**src/rtl/dual_rail_driver_if.sv**
```systemverilog
// Operand and response handshakes between a producer/consumer and the dual-rail driver.
// The master modport is the side offering operands and accepting results.
interface dual_rail_driver_if;
  logic       op_valid;
  logic [3:0] op_data;
  logic       op_ready;
  logic       rsp_valid;
  logic       rsp_data;
  logic [3:0] rsp_op;
  logic       rsp_ready;

  modport master (
    output op_valid, op_data, rsp_ready,
    input  op_ready, rsp_valid, rsp_data, rsp_op
  );

  modport slave (
    input  op_valid, op_data, rsp_ready,
    output op_ready, rsp_valid, rsp_data, rsp_op
  );
endinterface

```
**src/rtl/dual_rail_driver.sv**
```systemverilog
// Drives a 4-bit operand onto dual-rail evaluator inputs, waits SETTLE cycles, returns eval_out.
// Define DR_SPACER_EN to insert a SPACER-cycle all-rails-low NULL phase after each response.
module dual_rail_driver #(
  parameter int SETTLE = 3,
  parameter int SPACER = 2
) (
  input  logic                     clk,
  input  logic                     rst_n,
  dual_rail_driver_if.slave        bus,
  output logic [3:0]               rail_t,
  output logic [3:0]               rail_f,
  input  logic                     eval_out
);

  if (SETTLE < 1 || SETTLE > 15) begin : g_bad_settle
    $error("dual_rail_driver: SETTLE must be 1..15");
  end
  if (SPACER < 1 || SPACER > 15) begin : g_bad_spacer
    $error("dual_rail_driver: SPACER must be 1..15");
  end

  localparam logic [3:0] SETTLE_LOAD = 4'(SETTLE - 1);
`ifdef DR_SPACER_EN
  localparam logic [3:0] SPACER_LOAD = 4'(SPACER - 1);
`endif

  typedef enum logic [1:0] {
    S_IDLE  = 2'd0,
    S_DRIVE = 2'd1,
    S_RESP  = 2'd2
`ifdef DR_SPACER_EN
    , S_SPACER = 2'd3
`endif
  } state_t;

  state_t     state, state_n;
  logic [3:0] rail_t_n, rail_f_n;
  logic       rsp_valid_q, rsp_valid_n;
  logic       rsp_data_q, rsp_data_n;
  logic [3:0] rsp_op_q, rsp_op_n;
  logic [3:0] cnt, cnt_n;
  logic       op_ready_c;

  // The counter is shared between the settle wait and the spacer phase; both load then count to 0.
  always_ff @(posedge clk or negedge rst_n) begin
    if (!rst_n) begin
      state       <= S_IDLE;
      rail_t      <= 4'b0000;
      rail_f      <= 4'b1111;
      rsp_valid_q <= 1'b0;
      rsp_data_q  <= 1'b0;
      rsp_op_q    <= 4'b0000;
      cnt         <= 4'd0;
    end else begin
      state       <= state_n;
      rail_t      <= rail_t_n;
      rail_f      <= rail_f_n;
      rsp_valid_q <= rsp_valid_n;
      rsp_data_q  <= rsp_data_n;
      rsp_op_q    <= rsp_op_n;
      cnt         <= cnt_n;
    end
  end

  always_comb begin
    state_n     = state;
    rail_t_n    = rail_t;
    rail_f_n    = rail_f;
    rsp_valid_n = rsp_valid_q;
    rsp_data_n  = rsp_data_q;
    rsp_op_n    = rsp_op_q;
    cnt_n       = cnt;
    op_ready_c  = 1'b0;
    unique case (state)
      S_IDLE: begin
        op_ready_c = 1'b1;
        if (bus.op_valid) begin
          rail_t_n = bus.op_data;
          rail_f_n = ~bus.op_data;
          rsp_op_n = bus.op_data;
          cnt_n    = SETTLE_LOAD;
          state_n  = S_DRIVE;
        end
      end
      S_DRIVE: begin
        if (cnt == 4'd0) begin
          rsp_data_n  = eval_out;
          rsp_valid_n = 1'b1;
          state_n     = S_RESP;
        end else begin
          cnt_n = cnt - 4'd1;
        end
      end
      S_RESP: begin
        if (bus.rsp_ready) begin
          rsp_valid_n = 1'b0;
`ifdef DR_SPACER_EN
          rail_t_n = 4'b0000;
          rail_f_n = 4'b0000;
          cnt_n    = SPACER_LOAD;
          state_n  = S_SPACER;
`else
          state_n  = S_IDLE;
`endif
        end
      end
`ifdef DR_SPACER_EN
      // Rails stay NULL on return to IDLE; the next accept edge drives fresh rails.
      S_SPACER: begin
        if (cnt == 4'd0) begin
          state_n = S_IDLE;
        end else begin
          cnt_n = cnt - 4'd1;
        end
      end
`endif
      default: begin
        state_n = S_IDLE;
      end
    endcase
  end

  assign bus.op_ready  = op_ready_c;
  assign bus.rsp_valid = rsp_valid_q;
  assign bus.rsp_data  = rsp_data_q;
  assign bus.rsp_op    = rsp_op_q;

endmodule

```
**src/flat_wrapper.sv**
```systemverilog
// flat-port wrapper written by rule: the top's interface ports become plain ports
module dual_rail_driver_flat 
#(
  parameter int SETTLE = 3,
  parameter int SPACER = 2
)
  (clk, rst_n, rail_t, rail_f, eval_out, bus_op_valid, bus_op_data, bus_rsp_ready, bus_op_ready, bus_rsp_valid, bus_rsp_data, bus_rsp_op);
  dual_rail_driver_if bus_i ();
  input  logic clk;
  input  logic rst_n;
  output logic [3:0] rail_t;
  output logic [3:0] rail_f;
  input  logic eval_out;
  input wire logic [$bits(bus_i.op_valid)-1:0] bus_op_valid;
  input wire logic [$bits(bus_i.op_data)-1:0] bus_op_data;
  input wire logic [$bits(bus_i.rsp_ready)-1:0] bus_rsp_ready;
  output wire logic [$bits(bus_i.op_ready)-1:0] bus_op_ready;
  output wire logic [$bits(bus_i.rsp_valid)-1:0] bus_rsp_valid;
  output wire logic [$bits(bus_i.rsp_data)-1:0] bus_rsp_data;
  output wire logic [$bits(bus_i.rsp_op)-1:0] bus_rsp_op;
  assign bus_i.op_valid = bus_op_valid;
  assign bus_i.op_data = bus_op_data;
  assign bus_i.rsp_ready = bus_rsp_ready;
  assign bus_op_ready = bus_i.op_ready;
  assign bus_rsp_valid = bus_i.rsp_valid;
  assign bus_rsp_data = bus_i.rsp_data;
  assign bus_rsp_op = bus_i.rsp_op;
  dual_rail_driver #(.SETTLE(SETTLE), .SPACER(SPACER)) u_core (.clk(clk), .rst_n(rst_n), .bus(bus_i), .rail_t(rail_t), .rail_f(rail_f), .eval_out(eval_out));
endmodule
```
**config.mk**
```make
export PLATFORM = sky130hd
export DESIGN_NAME = dual_rail_driver_flat
export DESIGN_NICKNAME = d
export VERILOG_FILES = /design/src/rtl/dual_rail_driver_if.sv /design/src/rtl/dual_rail_driver.sv /design/src/flat_wrapper.sv
export SDC_FILE = /design/constraint.sdc
export NUM_CORES = 1
export LEC_CHECK = 0
export BUFFER_PORTS_ARGS = -buffer_cell sky130_fd_sc_hd__buf_2
export CAP_MARGIN = 20
export CORE_UTILIZATION = 48
export CTS_CLUSTER_DIAMETER = 150
export CTS_CLUSTER_SIZE = 14
export DETAILED_ROUTE_END_ITERATION = 8
export GPL_TIMING_DRIVEN = 0
export PLACE_DENSITY = 0.78
export SLEW_MARGIN = 30
export SYNTH_ARGS = -nofsm -noshare
export SYNTH_HDL_FRONTEND = slang
export SYNTH_SLANG_ARGS = --single-unit
```
**constraint.sdc**
```tcl
create_clock -name clk -period 1.87 [get_ports clk]
set_input_delay 0.0935 -clock clk [delete_from_list [all_inputs] [get_ports clk]]
set_output_delay 0.0935 -clock clk [all_outputs]
set_load 0.02 [all_outputs]
```
==> results.json <==
{
  "outcome": "completed",
  "die_w_um": 41.8,
  "numCtsBuffers": 3,
  "crit_chain": "inv_1 -> ha_1 -> nor3b_2 -> nor3b_2 -> mux2_2",
  "diodes": 0,
  "dr_wl_met2_um": 684,
  "fin_crit_sh_pct": 93.2,
  "critPathMaxStageDelay_ns": 0.43,
  "start_kind": "flip-flop",
  "drtIter0Drc": 17,
  "area_delta_synth_final_pct": 29.1,
  "min_from": "eval_out",
  "synth_top_area_cell": "dfrtp_1",
  "die-area_um2": 1750,
  "rows": 14,
  "gp_congestion": 0.797,
  "hp-class": "input port to flip-flop",
  "yosys.area.top_type_share_pct": 39.4,
  "synth_fp_nets": 80,
  "antenna_found_initial": 0,
  "hold_slack_ns": 0.0409,
  "grt_pass1_vias": 606,
  "reg2reg_to": "u_core.bus.rsp_data$_DFFE_PN0P_",
  "cts.clk_slew.worst_paths_ns": 0.10,
  "r2r_setup_slack_ns": 0.13,
  "maxSlewViolCount": 0,
  "antenna_left": 0,
  "final_area_um2": 983,
  "fmax_mhz": 574,
  "core_region_area_um2": 1490,
  "yosys_warnings": 0,
  "ys_types": 26,
  "worstSetupPathType": "flip-flop to flip-flop",
  "yosys-top-cells-area": "dfrtp_1 (39%), dfstp_2 (14%), mux2_2 (5.9%)",
  "avgRoutedWirePerCell_um": 12.3,
  "syn_inst": 69,
  "critPathRequiredTime_ns": 2.04,
  "timing.slew.headroom_pct": 76.2,
  "slowest_stage": "dfrtp_1",
  "grtUsageTotal_pct": 18.7,
  "grt_pass1_wl_um": 2530,
  "crit_fanout": 5,
  "crit_buf_inv": 1,
  "cp-end-kind": "flip-flop",
  "period_minus_slack_ns": 1.74,
  "mostFrequentLayoutCells": "buf_2 (24), dfrtp_1 (12), nand2_1 (8), o21ai_0 (7), dlygate4sd3_1 (5)",
  "ir_drop_v": 0.000884,
  "grt_overflow_total": 0,
  "cts_tree": "done",
  "cts-root-buf": "clkbuf_4",
  "first_pass_iters": 4,
  "route.detailed.drc": 0,
  "portBuffers": 23,
  "tightest_slew_ns": 0.357,
  "avgSynthCellArea_um2": 11.0,
  "drv_cap": 0,
  "start_util_pct": 51.2,
  "io_pins": 24,
  "cts_buffer_depth": 2,
  "hold_viol_final": 0,
  "arrival_ns": 1.92,
  "cp_top_family": "simple AND/OR/NAND/NOR gates",
  "clkSinkCount": 16,
  "setup_viol": 0,
  "hold_depth": 2,
  "finalSetupTns_ns": 0,
  "wl_met1_um": 648,
  "clk_latency_ns": 0.29,
  "final_nets": 113,
  "layout_commonest_cell": "buf_2",
  "cp_common_cell": "nor3b_2",
  "rsz0062_at_grt": "false",
  "ys_seq_area_share_pct": 53.2,
  "stdcell_count": 117,
  "drive_above_1_share_pct": 45.5,
  "ys_seq_elements": 16,
  "via_per_inst": 5.22,
  "cts_max_level": 1,
  "highest_layer": "met4",
  "fp.dieH_um": 41.8,
  "clock_skew_ns": 0.00920,
  "dr_wl_met3_um": 87,
  "via_count": 611,
  "placement.cell_area_um2": 897,
  "powerDensity_nw_per_um2": 1850,
  "hold_end": "u_core.bus.rsp_data$_DFFE_PN0P_",
  "dpl.cell_count": 108,
  "detailed_place_hpwl_um": 1020,
  "r2r_start": "u_core.cnt[0]$_DFFE_PN0P_",
  "syn-cell-area_um2": 762,
  "wirelength_um": 1440,
  "p_leak_nw": 0.492,
  "ff2ff_path_depth": 5,
  "grt_max_degree": 17
}
## power by group
group	internal (mW)	total [mW]	switching, mW
logic	0.436	0.976	0.540
registers	0.538	0.652	0.114
clock network	0.0829	0.193	0.110
total	1.06	1.82	0.764
## final cells by class
cell class | count | area, µm²
fillers | 120 | 505
flip-flops and latches | 16 | 405
multi-input cells | 42 | 294
repair buffers | 28 | 165
plain buffers | 7 | 57.6
clock buffers | 4 | 26.3
well taps | 16 | 20.0
inverters | 4 | 15.0
## synthesized netlist by cell type
cell type,count
nand3_1,1
o31ai_1,1
buf_4,4
dfstp_2,4
a21o_1,1
nor2b_1,2
buf_2,1
ha_1,2
o21bai_1,1
mux2_4,1
nand2_1,8
nor3_1,2
or3b_1,1
o21ai_0,7
dfrtp_1,12
nor2_1,2
o21a_1,1
or2_2,2
mux2_2,4
a22oi_1,1
nor3b_1,2
mux2i_1,1
a31oi_1,1
buf_6,2
inv_1,4
o311ai_0,1
## registers in the layout, indices dropped and copies added (netlist names)
name,count
u_core.bus.rsp_op,4
u_core.cnt,4
u_core.rail_f,4
u_core.state,2
u_core.bus.rsp_data,1
u_core.bus.rsp_valid,1
## cells by family after synthesis
| group | after synthesis | synth area share [%] |
|---|---|---|
| adders and majority gates | 2 | 3.28 |
| muxes | 6 | 9.19 |
| buffers and inverters | 11 | 9.52 |
| DFF | 16 | 53.2 |
| AOI/OAI and AO/OA | 14 | 11.5 |
| and+or+nand+nor | 20 | 13.3 |
## per-layer routing
metal	vias to the layer above	track usage (%)
met5	-	0
met4	0	5.81
met3	5	3.04
met2	26	32.5
met1	288	23.8
li1	292	-
## metrics by stage
step	setup WS, ns	total power [mW]	util, %
after global placement	-0.0306	1.58	60.3
after floorplan	0.164	1.35	-
final	0.128	1.82	66.1
after CTS	0.00646	1.82	65.7
after global routing	0.0467	1.95	66.1
after detailed placement	-0.0808	1.62	60.3
## worst max-delay path by stage
stage,start,to,slack [ns],cells after the start
finish,u_core.cnt[0]$_DFFE_PN0P_,u_core.bus.rsp_data$_DFFE_PN0P_,0.13,5
global route,u_core.cnt[1]$_DFFE_PN0P_,u_core.bus.rsp_data$_DFFE_PN0P_,0.05,5
CTS,u_core.cnt[0]$_DFFE_PN0P_,u_core.bus.rsp_data$_DFFE_PN0P_,0.006,5
detailed placement,u_core.cnt[0]$_DFFE_PN0P_,u_core.bus.rsp_data$_DFFE_PN0P_,-0.08,5
global placement,u_core.cnt[0]$_DFFE_PN0P_,u_core.bus.rsp_data$_DFFE_PN0P_,-0.03,5
floorplan,u_core.cnt[0]$_DFFE_PN0P_,u_core.bus.rsp_data$_DFFE_PN0P_,0.16,5
## repair_timing
| action | in CTS | in global routing |
|---|---|---|
| buffers inserted | 0 | 0 |
| setup endpoints to repair | 1 | 1 |
| gates resized for setup | 1 | 1 |
| hold endpoints to repair | 16 | 0 |
| hold buffers | 5 | 0 |
No activity file was read; power rests on OpenSTA's default activity.
